### src/rtl/l3_port_arbiter.sv
// l3_port_arbiter: round-robin word-to-byte sequencer onto the L3 port; `define L3_ARB_ALIGN_CHECK_EN to fault misaligned words
module l3_port_arbiter #(
  parameter int N_REQ  = 4,
  parameter int ADDR_W = 16
) (
  input  logic                    clk,
  input  logic                    rst,
  input  logic [N_REQ-1:0]        req_valid,
  output logic [N_REQ-1:0]        req_ready,
  input  logic [N_REQ-1:0]        req_we,
  input  logic [N_REQ*ADDR_W-1:0] req_addr,
  input  logic [N_REQ*32-1:0]     req_wdata,
  output logic [N_REQ-1:0]        resp_valid,
  output logic [31:0]             resp_rdata,
  output logic                    resp_err,
  output logic                    mem_en,
  output logic                    mem_we,
  output logic [ADDR_W-1:0]       mem_addr,
  output logic [7:0]              mem_wdata,
  input  logic [7:0]              mem_rdata
);
  localparam int IW = $clog2(N_REQ);
  typedef enum logic [1:0] {IDLE, XFER, DRAIN, RESP} state_t;
  state_t            state, state_n;
  logic [IW-1:0]     rr_last, owner, win;
  logic              we, err, hs, mis, sel_we;
  logic [ADDR_W-1:0] addr, sel_addr;
  logic [31:0]       wdata, rdata, sel_wdata;
  logic [1:0]        beat;
  // winner is the valid requester closest after rr_last in rotating order
  always_comb begin
    int best;
    best = N_REQ;
    win = '0;
    for (int i = 0; i < N_REQ; i++)
      if (req_valid[i] && (i + N_REQ - 1 - int'(rr_last)) % N_REQ < best) begin
        best = (i + N_REQ - 1 - int'(rr_last)) % N_REQ;
        win = IW'(i);
      end
  end
  // selected request fields and handshake/alignment qualifiers
  always_comb begin
    hs = state == IDLE && |req_valid && !rst;
    sel_addr = req_addr[int'(win)*ADDR_W +: ADDR_W];
    sel_wdata = req_wdata[int'(win)*32 +: 32];
    sel_we = req_we[win];
`ifdef L3_ARB_ALIGN_CHECK_EN
    mis = sel_addr[1:0] != 2'b00;
`else
    mis = 1'b0;
`endif
  end
  // next state and all port outputs, decoded from the current state
  always_comb begin
    state_n = state == IDLE  ? (hs ? (mis ? RESP : XFER) : IDLE)
            : state == XFER  ? (beat == 2'd3 ? DRAIN : XFER)
            : state == DRAIN ? RESP : IDLE;
    req_ready = hs ? N_REQ'(1) << win : '0;
    mem_en = state == XFER;
    mem_we = mem_en && we;
    mem_addr = mem_en ? addr + ADDR_W'(beat) : '0;
    mem_wdata = mem_en ? wdata[8*beat +: 8] : '0;
    resp_valid = state == RESP ? N_REQ'(1) << owner : '0;
    resp_rdata = (state == RESP && !we && !err) ? rdata : '0;
    resp_err = state == RESP && err;
  end
  // state register, latched request, beat counter and read byte assembly
  always_ff @(posedge clk) begin
    if (rst) begin
      state <= IDLE;
      rr_last <= IW'(N_REQ - 1);
      owner <= '0;
      we <= 1'b0;
      err <= 1'b0;
      addr <= '0;
      wdata <= '0;
      rdata <= '0;
      beat <= '0;
    end else begin
      state <= state_n;
      if (hs) begin
        owner <= win;
        rr_last <= win;
        we <= sel_we;
        err <= mis;
        addr <= sel_addr;
        wdata <= sel_wdata;
        rdata <= '0;
        beat <= '0;
      end
      if (state == XFER) begin
        beat <= beat + 2'd1;
        if (!we && beat != 2'd0) rdata[8*(beat-2'd1) +: 8] <= mem_rdata;
      end
      if (state == DRAIN && !we) rdata[31:24] <= mem_rdata;
    end
  end
endmodule

### config.mk
export PLATFORM = sky130hd
export DESIGN_NAME = l3_port_arbiter
export DESIGN_NICKNAME = d
export VERILOG_FILES = /design/src/rtl/l3_port_arbiter.sv
export SDC_FILE = /design/constraint.sdc
export NUM_CORES = 1
export LEC_CHECK = 0
export BUFFER_PORTS_ARGS = -buffer_cell sky130_fd_sc_hd__buf_2
export CAP_MARGIN = 30
export CORE_UTILIZATION = 35
export DETAILED_ROUTE_END_ITERATION = 10
export HOLD_SLACK_MARGIN = 0.05
export MAX_ROUTING_LAYER = met4
export PLACE_DENSITY_LB_ADDON = 0.2
export SKIP_CTS_REPAIR_TIMING = 1
export SYNTH_ARGS = -nofsm -noshare
export SYNTH_HDL_FRONTEND = slang
export SYNTH_SLANG_ARGS = --single-unit
### constraint.sdc
create_clock -name clk -period 8.2 [get_ports clk]
set_input_delay 1.23 -clock clk [delete_from_list [all_inputs] [get_ports clk]]
set_output_delay 1.23 -clock clk [all_outputs]
set_load 0.02 [all_outputs]
======== After elaboration in Yosys (flattened, before gate mapping) ========
Cells that the tools add are included.
word-level totals
  flip-flop bits (word level) ............. 89
  latch bits .............................. 0
  memory bits (writable) .................. 0
  memory bits (read-only) ................. 0
  input port bits ......................... 210
  output and inout port bits .............. 67
  logic and storage cells ................. 82
  memories ................................ 0
cells by class
  $add $sub $neg .......................... 8
  $mul .................................... 0
  divide/modulo/power cells ............... 0
  $lt $le $gt $ge ......................... 5
  eq/ne operators ......................... 4
  shift-type cells ........................ 7
  muxes and demuxes ....................... 26
  bitwise logic cells ..................... 4
  reduce and logical (&&, ||, !) cells .... 20
operators with widths
  kind                                                                          count
  32-bit two-way mux                                                            8
  128-bit by 8-bit variable part select with 32-bit output                      1
  3-bit by 32-bit less-than comparator with 1-bit output                        3
  64-bit by 7-bit variable part select with 16-bit output                       1
  32-bit negator with 34-bit output                                             1
  8-bit by 34-bit variable shift with 32-bit output, first input constant       1
  8-bit by 34-bit variable part select with 32-bit output                       1
  32-bit bitwise mux                                                            1
  32-bit by 6-bit variable part select with 8-bit output                        1
  16-bit by 2-bit adder with 16-bit output                                      1
  16-bit two-way mux                                                            1
  2-bit two-way mux                                                             8
  8-bit two-way mux                                                             2
  3-bit by 2-bit subtractor with 4-bit output, first input constant             3
  1-bit logical AND                                                             10
  4-bit two-way mux                                                             2
  2-bit OR reduction                                                            4
  1-bit by 2-bit << shifter with 4-bit output, first input constant             2
  2-bit equality test, second input constant                                    3
  1-bit AND                                                                     4
  3-bit by 4-bit less-than comparator with 1-bit output, second input constant  1
  2-bit nonzero test                                                            2
  4-bit OR reduction                                                            1
  2-bit by 3-bit less-than comparator with 1-bit output, second input constant  1
  other kinds (8)                                                               11

======== Longest topological paths before layout ========
Gate-level depths: netlist of run 1.
  depth in word-level cells ............... 17
  mapped depth ............................ 19

======== Worst setup path before layout of run 1 ========
No wires, ideal clock.
  path type ............................... in2out
  start point ............................. in req_valid[0]
  end point ............................... out req_ready[3]
  arrival ................................. 4920 ps
  required time ........................... 6970 ps
  path slack .............................. 2050 ps
  cell stages on the path ................. 19
  cells stage by stage .................... buf_6 nand2_1 ha_1 a21oi_1 o21ai_1 buf_2 nand2_1 o21ai_0 ha_1 and4b_1 a22oi_4 mux2_2 ha_1 a21oi_1 o21ai_1 a41oi_2 clkbuf_1 nand2_1 inv_1
on the way
  word-level cells in the longest chain between the ends .. 13
  elaborated cells on any way between the ends .. 18
  those cells by class .................... 3 x order compare; 1 x shift; 7 x mux; 7 x reduce/logical
RTL lines
  what                                                    RTL line  RTL
  start, declared                                         8         input logic [N_REQ-1:0] req_valid,
  1-bit logical AND                                       36        if (req_valid[i] && (i + N_REQ - 1 - int'(rr_last)) % N_REQ < best) begin
  32-bit two-way mux                                      36
  3-bit by 32-bit less-than comparator with 1-bit output  36
  1-bit logical AND                                       36
  32-bit two-way mux                                      36
  3-bit by 32-bit less-than comparator with 1-bit output  36
  1-bit logical AND                                       36
  32-bit two-way mux                                      36
  3-bit by 32-bit less-than comparator with 1-bit output  36
  1-bit logical AND                                       36
  2-bit two-way mux                                       36
  1-bit by 2-bit << shifter with 4-bit output             58        req_ready = hs ? N_REQ'(1) << win : '0;
  4-bit two-way mux (*)                                   58
  end, declared                                           9         output logic [N_REQ-1:0] req_ready,
Every way passes the cells marked *; elsewhere a longest branch is shown, timed or not.

======== Final worst setup path of run 1 ========
Ends and elaborated chain as after synthesis.

==> flow_summary.yaml, run 1 <==
power:
  irDropWorstVdd_mv: 0.206
  power.total_w: 0.00201
  power_per_cell_area_nw_per_um2: 268
  static_leakage_nw: 3.47
clock_network:
  numClockSinks: 89
  root_buffer: "sky130_fd_sc_hd__clkbuf_16"
  worst_setup_hold_path_clk_slew_ns: 0.07
  htree_levels: 3
  cts_tree: "done"
  cts_buffers: 9
  clk_latency_ns: 0.34
  maximum_buffer_depth_of_the_clock_tree: 2
sta:
  finalHoldViolations: 0
  grt_setup_unrepaired: "no"
  setup_tns_ns: 0
  finalMaxSlewViolations: 0
  final_min_period_over_clock_period: 0.798
  setup-violations-final: 0
  skew_ns: 0.00869
  min_period_ns: 6.54
  max_slew.worst_pin.slew_ns: 0.919
  slew-limit-headroom: 0.386
  fmax_mhz: 153
global_route:
  grt_usage: 0.245
  grtUsageMet1: 0.307
  first_global_vias: 5658
  grt_use_met3: 0.0333
  grt_busiest_layer: "met2"
  grt_antenna_before_repair: 2
  globalRouteOverflowTotal: 0
  grt_max_degree: 51
  global_route.usage.met2: 0.406
  grt_pass1_wl_um: 30100
synthesis:
  synth_area_um2: 5620
  synthesis.nets: 877
  synthesis.instances: 654
  synthTopCellsByCount: "sky130_fd_sc_hd__dfxtp_1 (89), sky130_fd_sc_hd__nor2_1 (63), sky130_fd_sc_hd__nand2_1 (56)"
  synth.yosys.seq_area_share: 0.317
  post_synth_num_cell_types: 59
  synth_largest_type_area_fraction: 0.317
  share_of_flip_flops_with_an_asynchronous_set_or_reset: 0
  synth.most_common_cell: "sky130_fd_sc_hd__dfxtp_1"
  synth_top_flop_cell: "sky130_fd_sc_hd__dfxtp_1"
  ys_seq_elements: 89
  synth.yosys.warnings: 0
  synth_area_leader_cell: "sky130_fd_sc_hd__dfxtp_1"
  cell_types_with_the_largest_area_share_after_synthesis: "sky130_fd_sc_hd__dfxtp_1 (32%), sky130_fd_sc_hd__mux2i_1 (8.7%), sky130_fd_sc_hd__o221ai_1 (6.4%), sky130_fd_sc_hd__o21bai_1 (5.5%), sky130_fd_sc_hd__a22oi_1 (4.9%)"
  number_of_synthesized_flops_with_an_enable_pin: 0
  syn_avg_cell_area_um2: 8.59
setup_path:
  endpoint_kind: "primary output"
  worstReg2RegEnd: "addr[14]"
  worst_path_most_repeated_cell: "sky130_fd_sc_hd__ha_1"
  worst_setup_path_start_kind: "primary input"
  regToRegStartpoint: "rr_last[0]"
  worst-path-max-fanout: 50
  crit_buf_inv: 4
  critPathSlowestCell: "sky130_fd_sc_hd__buf_4"
  crit_path_cell_trace: "buf_2 > nand2_1 > ha_1 > a21oi_1 > o21ai_4 > o21ai_0 > ha_1 > and4b_1 > a22oi_4 > mux2_2 > ha_1 > a21oi_1 > o21ai_4 > a41oi_4 > buf_4 > nand2_1 > inv_1 > buf_2"
  critPathCapture: "req_ready[3]"
  critPathKind: "primary input to primary output"
  worst_r2r_path_depth: 16
  critPathArrivalTime_ns: 5.31
  timing.critical_path.max_delay_family: "compound AO/OA/AOI/OAI gates"
  critical_path.startpoint: "req_valid[0]"
  max_stage_delay_ns: 0.51
  timing.reg2reg.setup_slack_ns: 3.58
  cp_depth: 18
  worst_ep_required_time_ns: 6.97
drt:
  drt-pass1-iter-count: 4
  total_wire_length_after_detailed_routing_um: 19400
  detail_route.drc_violations: 0
  avgRoutedWirePerCell_um: 17.4
  ant_nets: 0
  route.detailed.vias_per_inst: 5.25
  drt_iter0_markers: 292
  routed-via-count: 5848
min_path:
  worst_hold_path_type: "register to register"
  timing.hold.worst_path_depth: 2
flow_run:
  cap_violations: 0
floorplanning:
  io_pins: 277
  dieArea_um2: 16600
  start_util: 0.364
  die_x_um: 129
  die_h_um: 129
  placement_rows: 45
  design.core.area_um2: 15400
finish:
  drive_above_1_share: 0.365
  area_delta_synth_final_pct: 33.4
  final_net_count: 1119
  fillers: 1611
  post_layout_nonfiller_instances: 1114
placed_design:
  port-buffer-count: 275
  post-dp-hpwl_um: 14300
  routabilityCongestion: 0.835
  dp.cells: 1096
outcome:
  run_status: "complete, no violations"
==> worst reg2reg max path: stages (launching register included) <==
cell,delay (ns)
sky130_fd_sc_hd__dfxtp_1,0.47
sky130_fd_sc_hd__xor2_1,0.27
sky130_fd_sc_hd__ha_1,0.30
sky130_fd_sc_hd__a21oi_1,0.25
sky130_fd_sc_hd__o21ai_4,0.13
sky130_fd_sc_hd__o21ai_0,0.24
sky130_fd_sc_hd__ha_1,0.21
sky130_fd_sc_hd__and4b_1,0.22
sky130_fd_sc_hd__a22oi_4,0.32
sky130_fd_sc_hd__mux2_2,0.38
sky130_fd_sc_hd__ha_1,0.34
sky130_fd_sc_hd__a21oi_1,0.30
sky130_fd_sc_hd__o21ai_4,0.10
sky130_fd_sc_hd__a41oi_4,0.18
sky130_fd_sc_hd__buf_4,0.51
sky130_fd_sc_hd__nor3_1,0.18
sky130_fd_sc_hd__o221ai_1,0.17
==> metrics by stage <==
stage	utilization	hold slack, ns	worst slack (ns)	cell area, µm²
after global routing	0.486	0.482	1.37	7500
after global placement	0.462	0.450	1.74	7120
after floorplan	-	0.427	2.05	5620
final	0.486	0.464	1.66	7500
after CTS	0.486	0.467	1.64	7490
after detailed placement	0.463	0.449	1.66	7140
==> layout by cell type (no fill, tap or decap), types with 2 or more instances in the layout <==
cell	instances
sky130_fd_sc_hd__buf_2	275
sky130_fd_sc_hd__dfxtp_1	89
sky130_fd_sc_hd__nor2_1	62
sky130_fd_sc_hd__nand2_1	56
sky130_fd_sc_hd__mux2i_1	49
sky130_fd_sc_hd__nor3_1	48
sky130_fd_sc_hd__and2_1	44
sky130_fd_sc_hd__o21bai_1	41
sky130_fd_sc_hd__o221ai_1	41
sky130_fd_sc_hd__a22oi_1	37
sky130_fd_sc_hd__nand3_1	15
sky130_fd_sc_hd__ha_1	12
sky130_fd_sc_hd__inv_1	11
sky130_fd_sc_hd__a21oi_1	9
sky130_fd_sc_hd__xnor2_1	9
sky130_fd_sc_hd__clkbuf_16	9
sky130_fd_sc_hd__mux4_2	8
sky130_fd_sc_hd__buf_4	7
sky130_fd_sc_hd__xor2_1	6
sky130_fd_sc_hd__o211ai_1	6
sky130_fd_sc_hd__o21ai_0	5
sky130_fd_sc_hd__nand2b_1	3
sky130_fd_sc_hd__nor4_1	3
sky130_fd_sc_hd__and3_1	3
sky130_fd_sc_hd__or3_1	3
sky130_fd_sc_hd__bufinv_16	3
sky130_fd_sc_hd__diode_2	2
sky130_fd_sc_hd__o21ai_4	2
sky130_fd_sc_hd__nand4_1	2
sky130_fd_sc_hd__and4_1	2
sky130_fd_sc_hd__nor3_2	2
sky130_fd_sc_hd__o22a_1	2
sky130_fd_sc_hd__a21oi_4	2
sky130_fd_sc_hd__nor4b_4	2
sky130_fd_sc_hd__a21oi_2	2
sky130_fd_sc_hd__o31ai_1	2
sky130_fd_sc_hd__inv_6	2
==> sequential cells by signal (all words and copies together), names as in the netlist <==
name and flops:
rr_last 2, rdata 32, owner 2, wdata 32, addr 16, state 2, beat 2, we 1
==> layer usage <==
layer	part of all wire	wire, µm	vias to the layer above
li1	-	-	2891
met1	0.44	8600	2728
met4	0.021	398	0
met2	0.48	9330	203
met5	0	0	-
met3	0.053	1020	26
==> area by class of cell <==
type | instances | area (µm²) | area share
Multi-Input combinational cell | 501 | 3600 | 0.481
Sequential cell | 89 | 1780 | 0.238
Timing Repair Buffer | 283 | 1450 | 0.193
Tap cell | 211 | 264 | 0.0352
Clock buffer | 9 | 225 | 0.0300
Clock inverter | 7 | 124 | 0.0165
Inverter | 12 | 45.0 | 0.00601
Antenna cell | 2 | 5.00 | 0.000667
==> logic make-up (layout without fill, tap and decap cells) <==
kind of cell | after synthesis | after routing | share of synthesized area
muxes | 58 | 58 | 0.121
and+or+nand+nor | 253 | 253 | 0.226
other | 1 | 3 | 0.000667
DFF | 89 | 89 | 0.317
xor gates and xnor gates | 15 | 15 | 0.0234
buffers and inverters | 64 | 311 | 0.0528
AOI/OAI and AO/OA | 161 | 161 | 0.229
adders and majority gates | 13 | 13 | 0.0303
==> where the power goes <==
group	switching [W]	internal, W	leakage [nW]
logic	0.000482	0.000357	2.58
registers	0.000124	0.000556	0.730
clock network	0.000190	0.000301	0.167
==> worst min path at each step <==
stage / from / to / slack [ns]
6_report: wdata[21] / wdata[21] / 0.46
2_1_floorplan: wdata[10] / wdata[10] / 0.43
3_3_place_gp: wdata[21] / wdata[21] / 0.45
5_1_grt: wdata[21] / wdata[21] / 0.48
3_5_place_dp: wdata[21] / wdata[21] / 0.45
4_1_cts: wdata[21] / wdata[21] / 0.47
(Power assumes the default switching activity.)
==> inputs of run 2 (changes only) <==
- clock period: 8.2 -> 6 ns (I/O delays scaled with it)
==> run 2 against run 1 <==
  * First-iteration DRC count increased by 48%
  * Power grew 31%
  * Combinational power grew 36%
  * Wire length is 0.47% higher
  * Non-clock buffer count unchanged
  * Worst setup slack worse by 1.2 ns
  * Cell area decreased by 0.98%
==> flow_summary.yaml, run 2 (same netlist as run 1, synthesis figures left out) <==
outcome:
  run_status: "complete, no violations"
setup_path:
  endpoint_kind: "primary output"
  worst_r2r_path_depth: 16
  critPathSlowestCell: "sky130_fd_sc_hd__mux2_2"
  worst_setup_path_start_kind: "primary input"
  critPathArrivalTime_ns: 4.61
  crit_path_cell_trace: "buf_2 > nand2_1 > ha_1 > a21oi_1 > o21ai_4 > o21ai_0 > ha_1 > and4b_1 > a22oi_4 > mux2_2 > ha_1 > a21oi_1 > o21ai_4 > a41oi_4 > nor2_1 > and3_1 > buf_2"
  cp_depth: 17
  critPathKind: "primary input to primary output"
  worst_path_most_repeated_cell: "sky130_fd_sc_hd__ha_1"
  max_stage_delay_ns: 0.39
  critPathCapture: "req_ready[0]"
  worst-path-max-fanout: 10
  worstReg2RegEnd: "addr[1]"
  timing.reg2reg.setup_slack_ns: 1.34
  regToRegStartpoint: "rr_last[0]"
  critical_path.startpoint: "req_valid[0]"
  worst_ep_required_time_ns: 5.10
  crit_buf_inv: 2
  timing.critical_path.max_delay_family: "compound AO/OA/AOI/OAI gates"
power:
  power_per_cell_area_nw_per_um2: 355
  static_leakage_nw: 3.44
  irDropWorstVdd_mv: 0.238
placed_design:
  post-dp-hpwl_um: 14100
  dp.cells: 1096
  port-buffer-count: 275
  routabilityCongestion: 0.856
sta:
  setup-violations-final: 0
  setup_tns_ns: 0
  skew_ns: 0.00687
  fmax_mhz: 181
  finalHoldViolations: 0
  max_slew.worst_pin.slew_ns: 0.934
  final_min_period_over_clock_period: 0.919
  grt_setup_unrepaired: "no"
  min_period_ns: 5.51
  finalMaxSlewViolations: 0
  slew-limit-headroom: 0.377
global_route:
  first_global_vias: 5547
  grt_pass1_wl_um: 30000
  grt_usage: 0.245
  globalRouteOverflowTotal: 0
  grt_max_degree: 51
  grt_antenna_before_repair: 2
clock_network:
  clk_latency_ns: 0.35
  cts_tree: "done"
  root_buffer: "sky130_fd_sc_hd__clkbuf_16"
  worst_setup_hold_path_clk_slew_ns: 0.07
  numClockSinks: 89
  maximum_buffer_depth_of_the_clock_tree: 2
  cts_buffers: 9
  htree_levels: 3
floorplanning:
  die_h_um: 129
  dieArea_um2: 16600
  io_pins: 277
  die_x_um: 129
  design.core.area_um2: 15400
  placement_rows: 45
  start_util: 0.364
drt:
  detail_route.drc_violations: 0
  routed-via-count: 5830
  drt_iter0_markers: 432
  ant_nets: 0
  total_wire_length_after_detailed_routing_um: 19400
  route.detailed.vias_per_inst: 5.23
  drt-pass1-iter-count: 4
  avgRoutedWirePerCell_um: 17.5
finish:
  area_delta_synth_final_pct: 32.1
  layout.cells.most_common_list: "sky130_fd_sc_hd__buf_2 (275), sky130_fd_sc_hd__dfxtp_1 (89), sky130_fd_sc_hd__nor2_1 (62)"
  final_net_count: 1119
  final_common_cell: "sky130_fd_sc_hd__buf_2"
  biggestRegsByFlops: "rdata: 32 flops, wdata: 32 flops, addr: 16 flops"
  post_layout_nonfiller_instances: 1114
  drive_above_1_share: 0.364
min_path:
  worst_hold_path_type: "register to register"
  timing.hold.worst_path_depth: 2
flow_run:
  cap_violations: 0
## run 2: cell types whose count changed in the layout (fill, tap and decap cells not counted)
cell,change
sky130_fd_sc_hd__buf_12,-1
sky130_fd_sc_hd__buf_4,+1
sky130_fd_sc_hd__bufinv_16,-3
sky130_fd_sc_hd__clkbuf_1,+1
sky130_fd_sc_hd__clkbuf_8,+1
sky130_fd_sc_hd__inv_8,+1
## run 2: worst min path at each step
stage	from	end	slack (ns)
floorplan	wdata[10]	wdata[10]	0.43
global placement	wdata[13]	wdata[13]	0.45
detailed placement	wdata[12]	wdata[12]	0.45
CTS	wdata[12]	wdata[12]	0.47
global route	wdata[2]	wdata[2]	0.49
finish	wdata[12]	wdata[12]	0.47
## run 2: worst reg2reg max path: cells and delay by family, from the launching register on
family / cells / cell delay (ns)
fa+ha+maj: 3 / 0.83
flops: 1 / 0.48
simple gates: 2 / 0.37
mux: 1 / 0.39
compound gates: 8 / 1.75
buf+inv: 1 / 0.52
xor+xnor: 1 / 0.26
## run 2: routing by layer
metal | vias up | wire length (µm) | share of wire | track usage
met1 | 2713 | 8670 | 0.45 | 0.301
met3 | 15 | 1160 | 0.060 | 0.0561
met4 | 0 | 223 | 0.011 | 0.0602
met2 | 206 | 9390 | 0.48 | 0.404
li1 | 2896 | - | - | -
met5 | - | 0 | 0 | -
## run 2: power breakdown
group	switching [W]	total [W]	internal (W)
registers	0.000174	0.000934	0.000760
logic	0.000662	0.00114	0.000482
clock network	0.000261	0.000560	0.000299
total	0.00110	0.00264	0.00154
## run 2: final cells by class
| class | instances | area (µm²) |
|---|---|---|
| timing repair buffer | 283 | 1440 |
| clock inverter | 5 | 45.0 |
| inverter | 12 | 45.0 |
| multi-input combinational | 501 | 3600 |
| clock buffer | 11 | 243 |
| tap | 211 | 264 |
| sequential | 89 | 1780 |
| antenna | 2 | 5.00 |
| fill | 1591 | 8000 |
## run 2: metrics by stage
step / total power, W / setup WS, ns / utilization / instance area [µm²] / hold WS (ns)
6_report: 0.00264 / 0.486 / 0.481 / 7420 / 0.470
5_1_grt: 0.00280 / 0.262 / 0.481 / 7420 / 0.490
4_1_cts: 0.00266 / 0.489 / 0.481 / 7420 / 0.470
3_5_place_dp: 0.00209 / 0.505 / 0.462 / 7130 / 0.453
3_3_place_gp: 0.00208 / 0.596 / 0.462 / 7130 / 0.451
2_1_floorplan: 0.00170 / 0.510 / - / 5620 / 0.427
==> inputs of run 3 (changes only) <==
- clock period: 6 -> 5.36 ns (I/O delays scaled with it)
==> run 3 against run 2 <==
  * Non-clock buffer count rose by 3
  * Clock power rose by 14%
  * Via count rose by 1.5%
  * Clock skew rose by 0.0025 ns
  * Hold slack barely moved
  * Critical path depth fell by 1
  * Largest cell class unchanged
  * Largest power group unchanged
==> flow_summary.yaml, run 3 (same netlist as run 1, synthesis figures left out) <==
power:
  irDropWorstVdd_mv: 0.229
  power_per_cell_area_nw_per_um2: 399
  power.total_w: 0.00298
  static_leakage_nw: 3.46
setup_path:
  regToRegStartpoint: "rr_last[0]"
  worstReg2RegEnd: "wdata[9]"
  worst-path-max-fanout: 7
  worst_setup_path_start_kind: "register"
  worst_ep_required_time_ns: 4.56
  endpoint_kind: "primary output"
  critPathArrivalTime_ns: 4.22
  worst_r2r_path_depth: 16
  timing.reg2reg.setup_slack_ns: 0.89
  critPathKind: "register to primary output"
global_route:
  grt_usage: 0.244
  globalRouteOverflowTotal: 0
  grt_max_degree: 51
  grt_pass1_wl_um: 30100
  first_global_vias: 5628
  grt_antenna_before_repair: 0
sta:
  slew-limit-headroom: 0.399
  min_period_ns: 5.02
  fmax_mhz: 199
  setup_tns_ns: 0
  skew_ns: 0.00940
  layout_setup_ws_ns: 0.335
  setup-violations-final: 0
  finalMaxSlewViolations: 0
  max_slew.worst_pin.slew_ns: 0.901
  grt_setup_unrepaired: "no"
  final_min_period_over_clock_period: 0.937
  finalHoldViolations: 0
finish:
  drive_above_1_share: 0.368
  area_delta_synth_final_pct: 32.8
  final_net_count: 1122
  biggestRegsByFlops: "rdata: 32 flops, wdata: 32 flops, addr: 16 flops"
  insertedDiodeCount: 0
  final_common_cell: "sky130_fd_sc_hd__buf_2"
  post_layout_nonfiller_instances: 1115
  layout.cells.most_common_list: "sky130_fd_sc_hd__buf_2 (275), sky130_fd_sc_hd__dfxtp_1 (89), sky130_fd_sc_hd__nor2_1 (62)"
drt:
  detail_route.drc_violations: 0
  total_wire_length_after_detailed_routing_um: 19400
  routed-via-count: 5916
  drt-pass1-iter-count: 7
  route.detailed.vias_per_inst: 5.31
  drt_iter0_markers: 342
  avgRoutedWirePerCell_um: 17.4
  ant_nets: 0
floorplanning:
  dieArea_um2: 16600
  placement_rows: 45
  io_pins: 277
  die_x_um: 129
  design.core.area_um2: 15400
  start_util: 0.364
  die_h_um: 129
outcome:
  run_status: "complete, no violations"
placed_design:
  placement.setup.worst_slack_ns: 0.268
  port-buffer-count: 275
  post-dp-hpwl_um: 14300
  routabilityCongestion: 0.808
  dp.cells: 1098
flow_run:
  cap_violations: 0
min_path:
  worst_hold_path_type: "register to register"
  whs_endpoint: "wdata[12]"
  timing.hold.worst_path_depth: 2
  startpoint_of_the_worst_hold_path: "wdata[12]"
clock_network:
  cts_buffers: 9
  maximum_buffer_depth_of_the_clock_tree: 2
  numClockSinks: 89
  clk_latency_ns: 0.35
  htree_levels: 3
  root_buffer: "sky130_fd_sc_hd__clkbuf_16"
  cts_tree: "done"
  worst_setup_hold_path_clk_slew_ns: 0.07
run 3: layout make-up:
class	instances	area (µm²)
well taps	211	264
fillers	1595	7960
clock inverters	7	67.6
clock buffers	9	225
multi-input cells	501	3610
inverters	12	45.0
repair buffers	286	1470
flip-flops and latches	89	1780
run 3: worst max path at each step:
stage	from	to	depth (start not counted)
after global placement	req_valid[0]	req_ready[0]	17
after global routing	rr_last[0]	req_ready[0]	16
after floorplan	req_valid[0]	req_ready[3]	19
after CTS	rr_last[0]	req_ready[0]	16
after detailed placement	req_valid[0]	req_ready[0]	17
final	rr_last[0]	req_ready[0]	16
run 3: metrics by stage:
step | area [µm²] | utilization | hold WS [ns]
after global routing | 7460 | 0.484 | 0.509
final | 7460 | 0.484 | 0.470
after floorplan | 5620 | - | 0.427
after CTS | 7440 | 0.482 | 0.477
after detailed placement | 7150 | 0.463 | 0.455
after global placement | 7150 | 0.463 | 0.449
run 3: report_power, final:
part / total, W / leakage (nW) / internal (W) / switching [W]
combinational: 0.00130 / 2.59 / 0.000551 / 0.000751
sequential: 0.00104 / 0.730 / 0.000851 / 0.000188
clock: 0.000641 / 0.142 / 0.000329 / 0.000312
total: 0.00298 / 3.46 / 0.00173 / 0.00125
run 3: worst max-delay path, cell delays in order, from the launching register on:
cell and delay [ns]:
sky130_fd_sc_hd__dfxtp_1 0.47, sky130_fd_sc_hd__xor2_1 0.27, sky130_fd_sc_hd__ha_1 0.30, sky130_fd_sc_hd__a21oi_1 0.25, sky130_fd_sc_hd__o21ai_4 0.10, sky130_fd_sc_hd__o21ai_0 0.22
sky130_fd_sc_hd__ha_1 0.22, sky130_fd_sc_hd__and4b_1 0.23, sky130_fd_sc_hd__a22oi_4 0.17, sky130_fd_sc_hd__mux2_2 0.35, sky130_fd_sc_hd__ha_1 0.34, sky130_fd_sc_hd__a21oi_2 0.23
sky130_fd_sc_hd__o21ai_4 0.08, sky130_fd_sc_hd__a41oi_4 0.21, sky130_fd_sc_hd__nor2_1 0.11, sky130_fd_sc_hd__and3_1 0.17, sky130_fd_sc_hd__buf_2 0.15
run 3: per-layer routing:
layer	track usage	part of all wire	routed length, µm	vias to the layer above
met3	0.0387	0.065	1260	29
met5	-	0	0	-
met1	0.313	0.45	8710	2750
met2	0.386	0.47	9040	236
met4	0.0879	0.022	422	0
li1	-	-	-	2901
